### src/rtl/frogger_game_ctrl.sv
// Frogger round sequencer: start-button synchroniser, round FSM, lives/level
// bookkeeping, score and respawn strobes, and per-lane speed dividers that
// shrink as the level rises.
module frogger_game_ctrl #(
  parameter int LIVES_INIT   = 3,
  parameter int LEVEL_MAX    = 9,
  parameter int DEATH_FRAMES = 60,
  parameter int WIN_FRAMES   = 30,
  parameter int DIV_W        = 23,
  parameter int DIV_STEP     = 250000,
  parameter int DIV_MIN      = 1000000,
  parameter logic [8*DIV_W-1:0] BASE_DIV = {
    DIV_W'(5000000), DIV_W'(4500000), DIV_W'(3000000), DIV_W'(5000000),
    DIV_W'(3500000), DIV_W'(4000000), DIV_W'(2500000), DIV_W'(3000000)}
) (
  input  logic               VGA_CLK,
  input  logic               reset,
  input  logic               frame_tick,
  input  logic               collision,
  input  logic               reached_goal,
  input  logic               start_n,
  output logic [2:0]         state,
  output logic               play_en,
  output logic               frog_reset,
  output logic               score_inc,
  output logic               score_dec,
  output logic               score_clr,
  output logic [1:0]         lives,
  output logic [3:0]         level,
  output logic               flash,
  output logic [8*DIV_W-1:0] lane_div
);

  typedef enum logic [2:0] {
    S_IDLE     = 3'd0,
    S_PLAY     = 3'd1,
    S_DYING    = 3'd2,
    S_SCORED   = 3'd3,
    S_GAMEOVER = 3'd4
  } state_t;

  localparam int FRAMES_MAX = (DEATH_FRAMES > WIN_FRAMES) ? DEATH_FRAMES : WIN_FRAMES;
  localparam int CNT_W      = $clog2(FRAMES_MAX + 1);

  state_t             state_q, state_d;
  logic [1:0]         lives_q, lives_d;
  logic [3:0]         level_q, level_d;
  logic [CNT_W-1:0]   cnt_q, cnt_d;
  logic               frog_q, frog_d;
  logic               inc_q, inc_d;
  logic               dec_q, dec_d;
  logic               clr_q, clr_d;
  logic               flash_q, flash_d;
  logic               play_en_q, play_en_d;
  logic               sync1_q, sync2_q, sync3_q;
  logic               start_p;
  logic [8*DIV_W-1:0] lane_q, lane_d;

  // Lives can only go down by one and never wrap below zero.
  function automatic logic [1:0] lives_sat_dec(input logic [1:0] l);
    return (l == 2'd0) ? 2'd0 : l - 2'd1;
  endfunction

  // Level climbs by one and sticks at the top level.
  function automatic logic [3:0] level_sat_inc(input logic [3:0] l);
    return (l >= 4'(LEVEL_MAX)) ? 4'(LEVEL_MAX) : l + 4'd1;
  endfunction

  // Base divider minus the level reduction, floored so no lane gets too fast.
  function automatic logic [DIV_W-1:0] lane_floor(input logic [DIV_W-1:0] base,
                                                  input logic [3:0] lvl);
    logic [DIV_W+3:0] p;
    logic [DIV_W+4:0] lim;
    p   = (DIV_W+4)'(lvl) * (DIV_W+4)'(DIV_STEP);
    lim = {1'b0, p} + (DIV_W+5)'(DIV_MIN);
    if ({5'b0, base} < lim) return DIV_W'(DIV_MIN);
    return base - p[DIV_W-1:0];
  endfunction

  // Start button: two-flop synchroniser plus one delay flop for edge detect.
  always_ff @(posedge VGA_CLK) begin
    if (reset) begin
      sync1_q <= 1'b1;
      sync2_q <= 1'b1;
      sync3_q <= 1'b1;
    end else begin
      sync1_q <= start_n;
      sync2_q <= sync1_q;
      sync3_q <= sync2_q;
    end
  end

  assign start_p = sync3_q & ~sync2_q;

  // Round state register.
  always_ff @(posedge VGA_CLK) begin
    if (reset) state_q <= S_IDLE;
    else       state_q <= state_d;
  end

  // Round transitions; goal beats collision, timers count frame ticks.
  always_comb begin
    state_d = state_q;
    case (state_q)
      S_IDLE, S_GAMEOVER: if (start_p) state_d = S_PLAY;
      S_PLAY: begin
        if (reached_goal)   state_d = S_SCORED;
        else if (collision) state_d = S_DYING;
      end
      S_DYING:
        if (frame_tick && cnt_q == CNT_W'(DEATH_FRAMES - 1))
          state_d = (lives_q == 2'd0) ? S_GAMEOVER : S_PLAY;
      S_SCORED:
        if (frame_tick && cnt_q == CNT_W'(WIN_FRAMES - 1)) state_d = S_PLAY;
      default: state_d = S_IDLE;
    endcase
  end

  // Next values of the registered outputs, derived from the transition taken.
  always_comb begin
    lives_d = lives_q;
    level_d = level_q;
    cnt_d   = cnt_q;
    frog_d  = 1'b0;
    inc_d   = 1'b0;
    dec_d   = 1'b0;
    clr_d   = 1'b0;
    case (state_q)
      S_IDLE, S_GAMEOVER:
        if (start_p) begin
          lives_d = 2'(LIVES_INIT);
          level_d = 4'd0;
          frog_d  = 1'b1;
          clr_d   = 1'b1;
        end
      S_PLAY: begin
        if (reached_goal) begin
          inc_d = 1'b1;
          cnt_d = '0;
        end else if (collision) begin
          dec_d   = 1'b1;
          lives_d = lives_sat_dec(lives_q);
          cnt_d   = '0;
        end
      end
      S_DYING:
        if (frame_tick) begin
          cnt_d = cnt_q + CNT_W'(1);
          if (state_d == S_PLAY) frog_d = 1'b1;
        end
      S_SCORED:
        if (frame_tick) begin
          cnt_d = cnt_q + CNT_W'(1);
          if (state_d == S_PLAY) begin
            frog_d  = 1'b1;
            level_d = level_sat_inc(level_q);
          end
        end
      default: ;
    endcase
    play_en_d = (state_d == S_PLAY);
    flash_d   = (state_d == S_DYING) ? cnt_d[3] : (state_d == S_SCORED);
  end

  // Output and bookkeeping registers.
  always_ff @(posedge VGA_CLK) begin
    if (reset) begin
      lives_q   <= 2'd0;
      level_q   <= 4'd0;
      cnt_q     <= '0;
      frog_q    <= 1'b0;
      inc_q     <= 1'b0;
      dec_q     <= 1'b0;
      clr_q     <= 1'b0;
      flash_q   <= 1'b0;
      play_en_q <= 1'b0;
    end else begin
      lives_q   <= lives_d;
      level_q   <= level_d;
      cnt_q     <= cnt_d;
      frog_q    <= frog_d;
      inc_q     <= inc_d;
      dec_q     <= dec_d;
      clr_q     <= clr_d;
      flash_q   <= flash_d;
      play_en_q <= play_en_d;
    end
  end

  // Per-lane divider for the current level.
  always_comb begin
    lane_d = '0;
    for (int i = 0; i < 8; i++)
      lane_d[DIV_W*i +: DIV_W] = lane_floor(BASE_DIV[DIV_W*i +: DIV_W], level_q);
  end

  // Lane dividers trail the level register by one cycle.
  always_ff @(posedge VGA_CLK) begin
    if (reset) lane_q <= BASE_DIV;
    else       lane_q <= lane_d;
  end

  assign state      = state_q;
  assign play_en    = play_en_q;
  assign frog_reset = frog_q;
  assign score_inc  = inc_q;
  assign score_dec  = dec_q;
  assign score_clr  = clr_q;
  assign lives      = lives_q;
  assign level      = level_q;
  assign flash      = flash_q;
  assign lane_div   = lane_q;

endmodule

### config.mk
export PLATFORM = sky130hd
export DESIGN_NAME = frogger_game_ctrl
export DESIGN_NICKNAME = d
export VERILOG_FILES = /design/src/rtl/frogger_game_ctrl.sv
export SDC_FILE = /design/constraint.sdc
export NUM_CORES = 1
export LEC_CHECK = 0
export ABC_AREA = 0
export BUFFER_PORTS_ARGS = -buffer_cell sky130_fd_sc_hd__clkbuf_2
export CORE_MARGIN = 2
export CORE_UTILIZATION = 54
export DETAILED_ROUTE_END_ITERATION = 7
export PLACE_DENSITY = 0.82
export SLEW_MARGIN = 15
export SYNTH_ARGS = -nofsm -noshare
export SYNTH_HDL_FRONTEND = slang
export SYNTH_SLANG_ARGS = --single-unit
export TNS_END_PERCENT = 30
### constraint.sdc
create_clock -name VGA_CLK -period 6.35 [get_ports VGA_CLK]
set_input_delay 0.3175 -clock VGA_CLK [delete_from_list [all_inputs] [get_ports VGA_CLK]]
set_output_delay 0.3175 -clock VGA_CLK [all_outputs]
set_load 0.01 [all_outputs]
==> results_dict.tcl <==
set metrics [dict create \
    dp_slack_ns 1.352 \
    grtUsageMet1_pct 38.35 \
    route.detailed.drc 0 \
    pwr-share-seq_pct 44.9 \
    die_area_um2 16200 \
    met2_usage_pct 47.94 \
    yosysTopAreaCellShare_pct 33.65 \
    maxCapViolations 0 \
    cp-end-kind "flop" \
    grt_most_used_layer "met2" \
    min_from "start_n" \
    seq_area_frac_synth_pct 33.65 \
    combinationalPowerShare_pct 2.1 \
    ctsResizeCount 0 \
    viasPerCell 5.994 \
    clkPwrFrac_pct 53.0 \
    grt-ovfl-total 0 \
    drt-total-wl_um 24620 \
    synth-seq-cells 138 \
    dieWidth_um 127.3 \
    htreeDepth 4 \
    worst_slack_ns 1.186 \
    postRouteAntennaNets 0 \
    cts_max_path_buffers 2 \
    synth-edff-count 0 \
    netlist_top_cells_area "dfxtp_1 34%, xnor2_1 8.4%, buf_4 6.4%" \
    timing_hold_violations_final 0 \
    rsz0062_at_grt "no" \
    drtPass1Iterations 8 \
    grt_use_total_pct 29.99 \
    ys_warn_count 0 \
    hold_path_class "primary input to flop" \
    initial_core_util_pct 54.61 \
    p_leak_nw 3.962 \
    fin_crit_sh_pct 81.32 \
    clk_latency_ns 0.44 \
    post-synth-top-count-cell "dfxtp_1" \
    rrSetupSlack_ns 1.19 \
    fill_cells 1253 \
    min_period_ns 5.164 \
    seq_area_um2 2763 \
    coreArea_um2 15030 \
    syn-cell-area_um2 8209 \
    multi_input_comb_area_um2 4723 \
    peakVddDrop_mv 0.1810 \
    crit_arrival_ns 5.42 \
    startpoint_type "flop" \
    grt_pass1_wl_um 37980 \
    port_buffers 172 \
    finalSetupViolations 0 \
    cts-hold-fix-buffers 0 \
    ios 205 \
    synth_top_area_cell "dfxtp_1" \
    internal-power_mw 1.505 \
    cts_buffers 17 \
    drt_iter0_drc 929 \
    slew_viol_final 0 \
    grtUsageMet3_pct 6.281 \
    cts_tree "done" \
    final_layout_size_suffix_gt1_share_pct 23.22 \
    synthFlopType "dfxtp_1" \
    via_count 7684 \
    crit_start "level[0]$_SDFFE_PP0P_" \
    first_global_vias 7028 \
    syn_inst 971 \
    synth.top_cells.by_count "138 x dfxtp_1, 79 x xnor2_1, 70 x buf_4, 69 x nand2_1, 67 x nor2_1" \
    cp.required_ns 6.61 \
    relSlewSlack_pct 17.52 \
    sw_frac_of_total_pct 22.54 \
    gp_congestion 1.019 \
    path_max_fanout 26 \
    tns_ns 0 \
    clock_sinks 138 \
    cts.clk_slew.worst_paths_ns 0.06 \
    layout.nets 1125 \
    wl_per_cell_um 19.20 \
    root_buffer "clkbuf_16" \
    grt_max_degree 87 \
    syn_area_per_cell_um2 8.454 \
    die_h_um 127.3 \
    status "finished, final reports clean" \
    crit_type "flop to flop" \
    place_area_um2 8806 \
    p_sw_mw 0.4381 \
    p_per_area_nw_per_um2 206.2 \
    fmax_ghz 0.1936 \
    diodes 0 \
    ys_types 81 \
    rows 45 \
    stdcell_area_um2 9423 \
    antenna_found_initial 0 \
    tightest_slew_ns 1.237 \
    post_cts_buffers 0 \
    dp_hpwl_um 17710 \
    r2r-start "level[0]$_SDFFE_PP0P_" \
    fin_util_pct 62.68 \
    async_flop_share_pct 0 \
    final.setup_skew_ns 0.01643 \
    syn2layout_area_growth_pct 14.78 \
]
==> layout make-up <==
class / count / area share [%]
Timing Repair Buffer: 192 / 10.73
Multi-Input combinational cell: 711 / 50.13
Clock buffer: 18 / 4.555
Clock inverter: 14 / 1.939
Sequential cell: 138 / 29.32
Inverter: 21 / 0.8365
Tap cell: 188 / 2.496
==> power by group through the flow <==
stage	combinational [mW]	sequential (mW)	clock, mW
after floorplan	0.0413	0.893	0
after global placement	0.0385	0.892	0
after detailed placement	0.0388	0.892	0
after CTS	0.0393	0.873	1.04
after global routing	0.0440	0.873	1.08
final	0.0404	0.873	1.03
==> registers in the layout, indices dropped and copies added, names as in the netlist, 2 cells and up <==
| name | cells |
|---|---|
| state | 3 |
| cnt_q | 6 |
| lane_div | 114 |
| level | 4 |
| lives | 2 |
==> stage by stage <==
stage                     hold slack [ns]  total power [mW]  std cells
after floorplan                    0.3895            0.9340       1004
after global placement             0.4063            0.9302       1250
after detailed placement           0.4090            0.9307       1250
after CTS                         0.05615             1.951       1282
after global routing              0.05936             1.996       1282
final                             0.06398             1.943       1282
==> worst paths after layout <==
kind | depth (start not counted) | end
max | 10 | lane_div[85]$_SDFF_PP1_
min reg2reg | 1 | sync2_q$_SDFF_PP1_
min | 2 | sync1_q$_SDFF_PP1_
max reg2reg | 10 | lane_div[85]$_SDFF_PP1_
==> placed cells by master, fill, tap and decap left out, types with 13 or more instances in the layout <==
cell and count:
o21ai_0 52, xnor2_1 78, inv_1 14, conb_1 34, nand2b_1 13, nor2_1 67
nand2_1 69, nor3_1 32, nand3_1 25, xor2_1 14, a21o_1 18, a211oi_1 14
dfxtp_1 138, ha_1 33, buf_4 20, a21oi_1 55, clkbuf_2 172, clkbuf_16 17
a31oi_1 13
==> routing by layer <==
metal  part of all wire, %  wire, um
met1                    40      9832
met2                    47     11480
met3                   9.0      2210
met4                   4.5      1096
met5                     0         0
==> cell families (layout without fill, tap and decap cells) <==
logic type                 after synthesis  in the layout  share of synthesized area (%)
other                                    1             34                        0.04568
and+or+nand+nor                        296            296                          18.06
xor gates and xnor gates                94             94                          10.03
AOI/OAI and AO/OA                      246            246                          20.90
muxes                                    3              3                         0.4267
buffers and inverters                  155            245                          10.64
DFF                                    138            138                          33.65
adders and majority gates               38             38                          6.249
==> critical path, cell delays in order (launching register included) <==
cell	delay [ns]
dfxtp_1	0.70
ha_1	0.25
ha_1	0.29
ha_1	0.82
clkinv_1	0.58
nand3_1	0.19
a2111oi_0	0.15
o311ai_0	0.61
a32oi_1	0.30
o311ai_4	0.88
o2111ai_1	0.20
Power figures use the tool's default switching activity.
